### src/rtl/alu_ctrl_pkg.sv
// ============================================================================
// Module : alu_ctrl_pkg
// Brief  : ALU control codes, RV32I opcode/funct3 constants and decode enums
// Rev    : 1.0
// ============================================================================
`default_nettype none

package alu_ctrl_pkg;

    localparam logic [3:0] ALUC_ADD   = 4'b0000;
    localparam logic [3:0] ALUC_SUB   = 4'b0100;
    localparam logic [3:0] ALUC_AND   = 4'b0001;
    localparam logic [3:0] ALUC_OR    = 4'b0101;
    localparam logic [3:0] ALUC_XOR   = 4'b0010;
    localparam logic [3:0] ALUC_PASSB = 4'b0110;
    localparam logic [3:0] ALUC_SLL   = 4'b0011;
    localparam logic [3:0] ALUC_SRL   = 4'b0111;
    localparam logic [3:0] ALUC_SRA   = 4'b1111;

    localparam logic [6:0] OPC_OP     = 7'b0110011;
    localparam logic [6:0] OPC_OP_IMM = 7'b0010011;
    localparam logic [6:0] OPC_LUI    = 7'b0110111;
    localparam logic [6:0] OPC_AUIPC  = 7'b0010111;
    localparam logic [6:0] OPC_JAL    = 7'b1101111;
    localparam logic [6:0] OPC_JALR   = 7'b1100111;
    localparam logic [6:0] OPC_BRANCH = 7'b1100011;

    localparam logic [2:0] F3_ADD  = 3'b000;
    localparam logic [2:0] F3_SLL  = 3'b001;
    localparam logic [2:0] F3_SLT  = 3'b010;
    localparam logic [2:0] F3_SLTU = 3'b011;
    localparam logic [2:0] F3_XOR  = 3'b100;
    localparam logic [2:0] F3_SR   = 3'b101;
    localparam logic [2:0] F3_OR   = 3'b110;
    localparam logic [2:0] F3_AND  = 3'b111;

    localparam logic [2:0] F3_BEQ  = 3'b000;
    localparam logic [2:0] F3_BNE  = 3'b001;
    localparam logic [2:0] F3_BLT  = 3'b100;
    localparam logic [2:0] F3_BGE  = 3'b101;
    localparam logic [2:0] F3_BLTU = 3'b110;
    localparam logic [2:0] F3_BGEU = 3'b111;

    typedef enum logic [2:0] {
        WB_NONE = 3'd0,
        WB_ALU  = 3'd1,
        WB_LT   = 3'd2,
        WB_LTU  = 3'd3,
        WB_PC4  = 3'd4
    } wb_sel_e;

    typedef enum logic [3:0] {
        BR_NONE = 4'd0,
        BR_EQ   = 4'd1,
        BR_NE   = 4'd2,
        BR_LT   = 4'd3,
        BR_GE   = 4'd4,
        BR_LTU  = 4'd5,
        BR_GEU  = 4'd6,
        BR_JAL  = 4'd7,
        BR_JALR = 4'd8
    } br_kind_e;

endpackage

`default_nettype wire

### src/rtl/alu_op_decode.sv
// ============================================================================
// Module : alu_op_decode
// Brief  : Combinational RV32I decode to ALU control, operand selects and
//          writeback/branch classification
// Rev    : 1.0
// ============================================================================
`default_nettype none

module alu_op_decode
    import alu_ctrl_pkg::*;
(
    input  logic [6:0] opcode_i,
    input  logic [2:0] funct3_i,
    input  logic       funct7b5_i,
    output logic [3:0] aluc_o,
    output logic       opsel_a_o,   // 0: rs1, 1: pc
    output logic       opsel_b_o,   // 0: rs2, 1: imm
    output wb_sel_e    wb_sel_o,
    output br_kind_e   br_kind_o,
    output logic       illegal_o
);

    always_comb begin
        aluc_o    = ALUC_ADD;
        opsel_a_o = 1'b0;
        opsel_b_o = 1'b0;
        wb_sel_o  = WB_NONE;
        br_kind_o = BR_NONE;
        illegal_o = 1'b0;
        case (opcode_i)
            OPC_OP, OPC_OP_IMM: begin
                opsel_b_o = (opcode_i == OPC_OP_IMM);
                wb_sel_o  = WB_ALU;
                case (funct3_i)
                    F3_ADD:  aluc_o = (opcode_i == OPC_OP && funct7b5_i) ? ALUC_SUB : ALUC_ADD;
                    F3_SLL: begin
                        aluc_o = ALUC_SLL;
                        if (opcode_i == OPC_OP_IMM && funct7b5_i) begin
                            illegal_o = 1'b1;
                            wb_sel_o  = WB_NONE;
                        end
                    end
                    F3_SLT: begin
                        aluc_o   = ALUC_SUB;
                        wb_sel_o = WB_LT;
                    end
                    F3_SLTU: begin
                        aluc_o   = ALUC_SUB;
                        wb_sel_o = WB_LTU;
                    end
                    F3_XOR:  aluc_o = ALUC_XOR;
                    F3_SR:   aluc_o = funct7b5_i ? ALUC_SRA : ALUC_SRL;
                    F3_OR:   aluc_o = ALUC_OR;
                    default: aluc_o = ALUC_AND;
                endcase
            end
            OPC_LUI: begin
                aluc_o    = ALUC_PASSB;
                opsel_b_o = 1'b1;
                wb_sel_o  = WB_ALU;
            end
            OPC_AUIPC: begin
                opsel_a_o = 1'b1;
                opsel_b_o = 1'b1;
                wb_sel_o  = WB_ALU;
            end
            OPC_JAL: begin
                opsel_a_o = 1'b1;
                opsel_b_o = 1'b1;
                wb_sel_o  = WB_PC4;
                br_kind_o = BR_JAL;
            end
            OPC_JALR: begin
                opsel_b_o = 1'b1;
                wb_sel_o  = WB_PC4;
                br_kind_o = BR_JALR;
            end
            OPC_BRANCH: begin
                aluc_o = ALUC_SUB;
                case (funct3_i)
                    F3_BEQ:  br_kind_o = BR_EQ;
                    F3_BNE:  br_kind_o = BR_NE;
                    F3_BLT:  br_kind_o = BR_LT;
                    F3_BGE:  br_kind_o = BR_GE;
                    F3_BLTU: br_kind_o = BR_LTU;
                    F3_BGEU: br_kind_o = BR_GEU;
                    default: illegal_o = 1'b1;
                endcase
            end
            default: illegal_o = 1'b1;
        endcase
    end

endmodule

`default_nettype wire

### src/rtl/alu_issue_ctrl.sv
// ============================================================================
// Module : alu_issue_ctrl
// Brief  : Two-stage execute initiator: S1 issues operands to an external ALU,
//          S2 holds the post-processed writeback/redirect result
// Rev    : 1.0
// ============================================================================
`default_nettype none

module alu_issue_ctrl
    import alu_ctrl_pkg::*;
#(
    parameter int              XLEN     = 32,
    parameter logic [XLEN-1:0] RESET_PC = '0
) (
    input  logic            clk,
    input  logic            rst,
    input  logic            flush,
    input  logic            in_valid,
    output logic            in_ready,
    input  logic [6:0]      opcode,
    input  logic [2:0]      funct3,
    input  logic            funct7b5,
    input  logic [4:0]      rd,
    input  logic [XLEN-1:0] rs1_val,
    input  logic [XLEN-1:0] rs2_val,
    input  logic [XLEN-1:0] imm,
    input  logic [XLEN-1:0] pc,
    output logic [XLEN-1:0] alu_a,
    output logic [XLEN-1:0] alu_b,
    output logic [3:0]      alu_aluc,
    input  logic [XLEN-1:0] alu_result,
    input  logic            alu_zero,
    output logic            out_valid,
    input  logic            out_ready,
    output logic [4:0]      out_rd,
    output logic            out_we,
    output logic [XLEN-1:0] out_wdata,
    output logic            out_br_taken,
    output logic [XLEN-1:0] out_target,
    output logic            out_illegal
);

    logic [3:0] w_aluc;
    logic       w_opsel_a;
    logic       w_opsel_b;
    wb_sel_e    w_wb_sel;
    br_kind_e   w_br_kind;
    logic       w_illegal;

    alu_op_decode u_dec (
        .opcode_i   (opcode),
        .funct3_i   (funct3),
        .funct7b5_i (funct7b5),
        .aluc_o     (w_aluc),
        .opsel_a_o  (w_opsel_a),
        .opsel_b_o  (w_opsel_b),
        .wb_sel_o   (w_wb_sel),
        .br_kind_o  (w_br_kind),
        .illegal_o  (w_illegal)
    );

    logic            s1_valid_q, s2_valid_q;
    logic [XLEN-1:0] s1_a_q, s1_b_q, s1_pc_q, s1_imm_q;
    logic [3:0]      s1_aluc_q;
    logic [4:0]      s1_rd_q;
    wb_sel_e         s1_wb_q;
    br_kind_e        s1_br_q;
    logic            s1_ill_q;

    logic [4:0]      s2_rd_q;
    logic            s2_we_q, s2_taken_q, s2_ill_q;
    logic [XLEN-1:0] s2_wdata_q, s2_target_q;

    logic w_adv, w_accept, w_xfer;
    assign w_adv    = !s2_valid_q || out_ready;
    assign in_ready = !s1_valid_q || w_adv;
    assign w_accept = in_valid && in_ready && !flush;
    assign w_xfer   = s1_valid_q && w_adv && !flush;

    // Signed/unsigned less-than recovered from the subtract result and operand signs
    logic            w_lt, w_ltu, w_a_msb, w_b_msb;
    logic            s2_taken_d, s2_we_d;
    logic [XLEN-1:0] s2_wdata_d, s2_target_d, w_pc_plus_imm, w_pc_plus_4;

    assign w_a_msb       = s1_a_q[XLEN-1];
    assign w_b_msb       = s1_b_q[XLEN-1];
    assign w_lt          = (w_a_msb ^ w_b_msb) ? w_a_msb : alu_result[XLEN-1];
    assign w_ltu         = (w_a_msb ^ w_b_msb) ? w_b_msb : alu_result[XLEN-1];
    assign w_pc_plus_imm = s1_pc_q + s1_imm_q;
    assign w_pc_plus_4   = s1_pc_q + {{(XLEN-3){1'b0}}, 3'b100};

    always_comb begin
        case (s1_br_q)
            BR_EQ:   s2_taken_d = alu_zero;
            BR_NE:   s2_taken_d = !alu_zero;
            BR_LT:   s2_taken_d = w_lt;
            BR_GE:   s2_taken_d = !w_lt;
            BR_LTU:  s2_taken_d = w_ltu;
            BR_GEU:  s2_taken_d = !w_ltu;
            BR_JAL,
            BR_JALR: s2_taken_d = 1'b1;
            default: s2_taken_d = 1'b0;
        endcase
        s2_target_d = (s1_br_q == BR_JALR) ? (alu_result & ~{{(XLEN-1){1'b0}}, 1'b1})
                                           : w_pc_plus_imm;
        case (s1_wb_q)
            WB_ALU:  s2_wdata_d = alu_result;
            WB_LT:   s2_wdata_d = {{(XLEN-1){1'b0}}, w_lt};
            WB_LTU:  s2_wdata_d = {{(XLEN-1){1'b0}}, w_ltu};
            WB_PC4:  s2_wdata_d = w_pc_plus_4;
            default: s2_wdata_d = '0;
        endcase
        s2_we_d = !s1_ill_q && (s1_wb_q != WB_NONE) && (s1_rd_q != 5'd0);
    end

    always_ff @(posedge clk) begin
        if (rst) begin
            s1_valid_q  <= 1'b0;
            s1_a_q      <= '0;
            s1_b_q      <= '0;
            s1_aluc_q   <= ALUC_ADD;
            s1_pc_q     <= RESET_PC;
            s1_imm_q    <= '0;
            s1_rd_q     <= '0;
            s1_wb_q     <= WB_NONE;
            s1_br_q     <= BR_NONE;
            s1_ill_q    <= 1'b0;
            s2_valid_q  <= 1'b0;
            s2_rd_q     <= '0;
            s2_we_q     <= 1'b0;
            s2_wdata_q  <= '0;
            s2_taken_q  <= 1'b0;
            s2_target_q <= '0;
            s2_ill_q    <= 1'b0;
        end else begin
            if (flush)         s1_valid_q <= 1'b0;
            else if (w_accept) s1_valid_q <= 1'b1;
            else if (w_adv)    s1_valid_q <= 1'b0;

            if (w_accept) begin
                s1_a_q    <= w_opsel_a ? pc : rs1_val;
                s1_b_q    <= w_opsel_b ? imm : rs2_val;
                s1_aluc_q <= w_aluc;
                s1_pc_q   <= pc;
                s1_imm_q  <= imm;
                s1_rd_q   <= rd;
                s1_wb_q   <= w_wb_sel;
                s1_br_q   <= w_br_kind;
                s1_ill_q  <= w_illegal;
            end

            if (flush)      s2_valid_q <= 1'b0;
            else if (w_adv) s2_valid_q <= s1_valid_q;

            if (w_xfer) begin
                s2_rd_q     <= s1_rd_q;
                s2_we_q     <= s2_we_d;
                s2_wdata_q  <= s2_wdata_d;
                s2_taken_q  <= s2_taken_d;
                s2_target_q <= s2_target_d;
                s2_ill_q    <= s1_ill_q;
            end
        end
    end

    assign alu_a        = s1_a_q;
    assign alu_b        = s1_b_q;
    assign alu_aluc     = s1_aluc_q;
    assign out_valid    = s2_valid_q;
    assign out_rd       = s2_rd_q;
    assign out_we       = s2_we_q;
    assign out_wdata    = s2_wdata_q;
    assign out_br_taken = s2_taken_q;
    assign out_target   = s2_target_q;
    assign out_illegal  = s2_ill_q;

endmodule

`default_nettype wire

### config.mk
export PLATFORM = sky130hd
export DESIGN_NAME = alu_issue_ctrl
export DESIGN_NICKNAME = d
export VERILOG_FILES = /design/src/rtl/alu_ctrl_pkg.sv /design/src/rtl/alu_op_decode.sv /design/src/rtl/alu_issue_ctrl.sv
export SDC_FILE = /design/constraint.sdc
export NUM_CORES = 1
export LEC_CHECK = 0
export BUFFER_PORTS_ARGS = -buffer_cell sky130_fd_sc_hd__buf_2
export CORE_MARGIN = 3
export CORE_UTILIZATION = 50
export DETAILED_ROUTE_END_ITERATION = 12
export MAX_ROUTING_LAYER = met4
export PLACE_DENSITY_LB_ADDON = 0.2
export SETUP_SLACK_MARGIN = 0.2
export SLEW_MARGIN = 10
export SYNTH_ARGS = -nofsm -noshare
export SYNTH_HDL_FRONTEND = slang
export SYNTH_SLANG_ARGS = --single-unit
### constraint.sdc
create_clock -name clk -period 6.6 [get_ports clk]
set_clock_uncertainty 0.2 [all_clocks]
set_input_delay 1.32 -clock clk [delete_from_list [all_inputs] [get_ports clk]]
set_output_delay 1.32 -clock clk [all_outputs]
set_load 0.005 [all_outputs]
Word level (Yosys, flattened, before mapping)
Cells that the tools add are included.
- register bits after elaboration: 219
- bits of input ports: 182
- output and inout bits: 142
- word-level logic and storage cells: 100
- $add $sub $neg: 2
- eq/ne operators: 26
- muxes and demuxes: 24
- bitwise operators: 1
- reductions and logical operators: 30
- operators with widths (kind ; number):
    32-bit case mux with 4 select lines ; 1
    32-bit 2-to-1 mux ; 3
    32-bit by 3-bit adder with 32-bit output (second input constant) ; 1
    32-bit adder ; 1
    4-bit case mux with 3 select lines ; 2
    4-bit case mux with 6 select lines ; 1
    7-bit == test (second input constant) ; 3
    3-bit case mux with 3 select lines ; 2
    3-bit case mux with 6 select lines ; 1
    4-bit by 3-bit == test with 1-bit output (second input constant) ; 4
    3-bit == test (second input constant) ; 5
    7-bit by 5-bit == test with 1-bit output (second input constant) ; 2
    7-bit by 6-bit == test with 1-bit output (second input constant) ; 2
    2-bit OR reduction ; 7
    3-bit by 2-bit == test with 1-bit output (second input constant) ; 4
    1-bit 2-to-1 mux ; 9
    4-bit by 2-bit == test with 1-bit output (second input constant) ; 2
    1-bit logical AND ; 8
    1-bit zero test ; 7
    1-bit case mux with 7 select lines ; 1
    3-bit by 1-bit == test with 1-bit output (second input constant) ; 2
    6-bit OR reduction ; 1
    5-bit nonzero test ; 1
    4-bit by 1-bit == test with 1-bit output (second input constant) ; 1
    11 further kinds ; 12

Longest topological paths before layout
- depth after elaboration: 6
- mapped depth: 9
- mapped depth without buffers: 9

By module
From an unflattened synthesis, not the netlist that was laid out.
- cells, all modules: 1384
- area total of the unflattened synthesis: 11203.2 µm²
- modules (own cells, without submodules) (module ; times used ; cells an instance ; area an instance (µm²) ; seq. area each (µm²)):
    alu_issue_ctrl ; 1 ; 1330 ; 10855.4 ; 4384.2
    alu_op_decode ; 1 ; 54 ; 347.8 ; 0.0

Worst setup path before layout
Ideal clock, no wire load.
- path kind: input to register
- start point: input port opcode[3]
- end point: register s1_b_q[10], in the netlist alu_b[10]
- setup time: 0.086 ns
- data arrival time: 2.931 ns
- required time: 6.314 ns
- slack: 3.384 ns
- stages on the path: 8
- path buffers: 3
- path through: or3b_1 or2_1 buf_2 o21a_1 clkbuf_1 buf_2 mux2i_1 a211oi_1
- longest elaborated chain between the ends: 4
- elaborated cells between the ends (all ways): 10
- those cells by class: eq/ne (6); mux (2); reduce/logical (2)
- RTL lines (item ; RTL line ; source):
    start, declared ; alu_issue_ctrl.sv:20 ; input logic [6:0] opcode,
    7-bit by 6-bit == test with 1-bit output, or another cell as far along ; alu_op_decode.sv:30 ; case (opcode_i)
    4-bit OR reduction (no line) or 2-bit OR reduction (tied branches) ; -- ;
    1-bit case mux with 2 select lines * ; alu_op_decode.sv:30 ;
    32-bit 2-to-1 mux * ; alu_issue_ctrl.sv:142 ; s1_b_q <= w_opsel_b ? imm : rs2_val;
    end signal, assigned ; alu_issue_ctrl.sv:142 ;
    end, declared ; alu_issue_ctrl.sv:63 ; logic [XLEN-1:0] s1_a_q, s1_b_q, s1_pc_q, s1_imm_q;
Mark *: on every way between the ends. The rest lies on a longest branch, timed or not.
A chain may end at the register's enable or synchronous reset.

Worst setup path in the final report
- start point: input port out_ready
- end point: output port in_ready
- longest elaborated chain between the ends: 2
- RTL lines (item ; RTL line ; source):
    start, declared ; alu_issue_ctrl.sv:34 ; input logic out_ready,
    1-bit logical OR ; alu_issue_ctrl.sv:75 ; assign w_adv = !s2_valid_q || out_ready;
    1-bit logical OR ; alu_issue_ctrl.sv:76 ; assign in_ready = !s1_valid_q || w_adv;
    end, declared ; alu_issue_ctrl.sv:19 ; output logic in_ready,
Every way passes these cells.

==> results.sh <==
export IMPL_yosys_area_share_simple_pct=19.3
export IMPL_arrival_ns=2.00
export IMPL_dpl_cell_area_um2=12900
export IMPL_synth_xor_area_share_pct=3.93
export IMPL_port_buffers=323
export IMPL_fin_area_um2=13700
export IMPL_core_rowCount=53
export IMPL_r2r_cells=9
export IMPL_r2r_setup_slack_ns=3.41
export IMPL_die_h_um=155
export IMPL_leakage_uw=0.00587
export IMPL_gp_congestion=0.936
export IMPL_powerDensity_nw_per_um2=232
export IMPL_htreeDepth=1
export IMPL_critical_path_class="primary input to output pin"
export IMPL_crit_path_start_kind="primary input"
export IMPL_path_max_fanout=5
export IMPL_synth_top_family_by_area="compound AO/OA/AOI/OAI gates"
export IMPL_synthCells=1388
export IMPL_hold_end="alu_aluc[3]"
export IMPL_ys_top_cells_by_area="dfxtp_1 (39%), nand2_1 (7.7%), a21oi_1 (6.3%)"
export IMPL_die_x_um=155
export IMPL_tightest_slew_ns=1.05
export IMPL_synth_seq_cells=219
export IMPL_final_hold_violation_count=0
export IMPL_rsz0062_at_grt="no"
export IMPL_num_vias=11200
export IMPL_grt_pass1_wl_um=55600
export IMPL_pin_count=324
export IMPL_overflow=0
export IMPL_worst_skew_pair_late_latency_ns=0.52
export IMPL_fin_crit_sh_pct=53.3
export IMPL_holdBufCountCts=0
export IMPL_slew_viol_final=0
export IMPL_finalWirelength_um=35900
export IMPL_outcome="finished clean"
export IMPL_postRouteAntennaNets=0
export IMPL_drive_gt1_share_pct=23.3
export IMPL_p_total_uw=3180
export IMPL_synthArstFlopShare_pct=0
export IMPL_vdd_drop_max_mv=0.148
export IMPL_path_clk_slew_ns=0.06
export IMPL_min_period_ns=3.52
export IMPL_syn_nets=1603
export IMPL_synth_top_area_cell="dfxtp_1"
export IMPL_fmax_mhz=284
export IMPL_wire_per_inst_um=18.5
export IMPL_clock_path_buffers=3
export IMPL_cap_viol_max_count=0
export IMPL_holdWs_ns=0.245
export IMPL_fin_tns_setup_ns=0
export IMPL_synthMuxAreaShare_pct=6.30
export IMPL_synth_area_um2=11100
export IMPL_drc=0
export IMPL_synth_edf_count=0
export IMPL_synth_avg_cell_area_um2=8.03
export IMPL_cts_buffers=24
export IMPL_cts_tree="built"
export IMPL_timing_rr_start="s1_pc_q[0]"
export IMPL_yosysWarnings=0
export IMPL_required_ns=5.08
export IMPL_fin_nets=1866
export IMPL_r2r_end="out_target[24]"
export IMPL_area_growth_pct=22.9
export IMPL_cts_resized=0
export IMPL_clock_sinks=219
export IMPL_synth_main_ff_cell="dfxtp_1"
export IMPL_final_setup_viol_count=0
export IMPL_dp_hpwl_um=26700
export IMPL_ys_seq_area_share_pct=39.4
export IMPL_worst_setup_path_end_kind="output pin"
export IMPL_vias_per_cell=5.76
export IMPL_drt_iter0_drc=782
export IMPL_start_util_pct=51.9
export IMPL_first_global_vias=10400
export IMPL_synth_compound_area_share_pct=23.4
export IMPL_synth_most_common_cell="nand2_1"
export IMPL_grt_use_total_pct=29.0
export IMPL_hold_path_class="register to register"
export IMPL_whs_path_depth=2
export IMPL_cts_setup_buffers=0
export IMPL_antenna_found_initial=1
export IMPL_dieArea_um2=24100
export IMPL_slew_headroom_pct=30.1
export IMPL_synthTopCellsByCount="nand2_1 (229), dfxtp_1 (219), nor2_1 (141), a21oi_1 (140), clkbuf_1 (82)"
export IMPL_firstDrtPassIters=5
export IMPL_grt_max_degree=137
export IMPL_synthAdderAreaFrac_pct=3.86
export IMPL_core_um2=21500
export IMPL_ys_types=67
export IMPL_synth_top_cell_area_share_pct=39.4
export IMPL_worstHoldStart="alu_aluc[3]"
export IMPL_cts_root_buf="clkbuf_16"
per-stage QoR:
step	utilization (%)	setup slack (ns)	std cells
final	63.7	3.08	1943
after global routing	63.7	2.99	1943
after CTS	63.7	3.10	1942
after detailed placement	59.9	2.70	1900
after global placement	59.9	2.82	1900
after floorplan	-	3.38	1388
cells by family after synthesis:
logic type | count (synthesis)
simple gates | 491
compound gates | 413
flops | 219
buf+inv | 111
mux | 70
xor+xnor | 50
fa+ha+maj | 34
layout make-up:
type	instances	area, µm²
well taps	275	344
fillers	1990	7800
repair buffers	335	1740
multi-input cells	1058	6350
clock inverters	8	92.6
diodes	1	2.50
flip-flops and latches	219	4380
clock buffers	34	729
inverters	13	48.8
routing by layer:
layer / track usage [%] / up-vias / part of all wire [%]
li1: - / 5521 / -
met1: 43.5 / 5155 / 47
met2: 43.1 / 484 / 43
met3: 3.28 / 33 / 8.1
met4: 4.25 / 0 / 1.1
met5: - / - / 0
power by group:
part           leakage [µW]  total (µW)  switching [µW]  internal, µW
clock              0.000409        1380             536           843
combinational       0.00368         378             223           156
sequential          0.00179        1430            47.9          1380
registers in the layout, summed over array words and instances (netlist names):
| name | flops |
|---|---|
| s1_pc_q | 32 |
| out_we | 1 |
| out_illegal | 1 |
| s1_br_q | 4 |
| out_target | 32 |
| s1_wb_q | 3 |
| alu_a | 32 |
| out_valid | 1 |
| s1_imm_q | 32 |
| alu_aluc | 4 |
| s1_rd_q | 5 |
| out_wdata | 32 |
| out_rd | 5 |
| s1_valid_q | 1 |
| out_br_taken | 1 |
| alu_b | 32 |
| s1_ill_q | 1 |
worst max path at each step:
stage | cells after the start | endpoint | start | slack [ns]
6_report | 4 | in_ready | out_ready | 3.08
5_1_grt | 4 | in_ready | out_ready | 2.99
4_1_cts | 4 | in_ready | out_ready | 3.10
3_5_place_dp | 7 | out_wdata[17] | out_ready | 2.70
3_3_place_gp | 7 | out_wdata[15] | out_ready | 2.82
2_1_floorplan | 8 | alu_b[10] | opcode[3] | 3.38
layout by cell type (no fill, tap or decap), types with 6 or more instances in the layout:
cell type | synthesis | final
buf_2 | 9 | 322
nand2_1 | 229 | 229
dfxtp_1 | 219 | 219
nor2_1 | 141 | 141
a21oi_1 | 140 | 140
a211oi_1 | 79 | 79
mux2i_1 | 69 | 69
o21ai_0 | 62 | 62
a22oi_1 | 38 | 38
ha_1 | 32 | 32
xor2_1 | 31 | 31
clkbuf_16 | 0 | 25
nand3_1 | 24 | 24
xnor2_1 | 19 | 19
o22ai_1 | 18 | 18
nand4_1 | 17 | 17
nor3_1 | 16 | 16
inv_1 | 13 | 13
and3_1 | 11 | 11
o211ai_1 | 10 | 10
a31oi_1 | 10 | 10
buf_4 | 0 | 10
nand2b_1 | 7 | 7
a21o_1 | 7 | 7
clkbuf_8 | 0 | 7
a311oi_1 | 6 | 6
worst max-delay path, stage by stage:
cell	delay, ns
buf_2	0.10
nor2b_1	0.29
nand2_1	0.14
buf_2	0.15
Power figures use the tool's default switching activity.
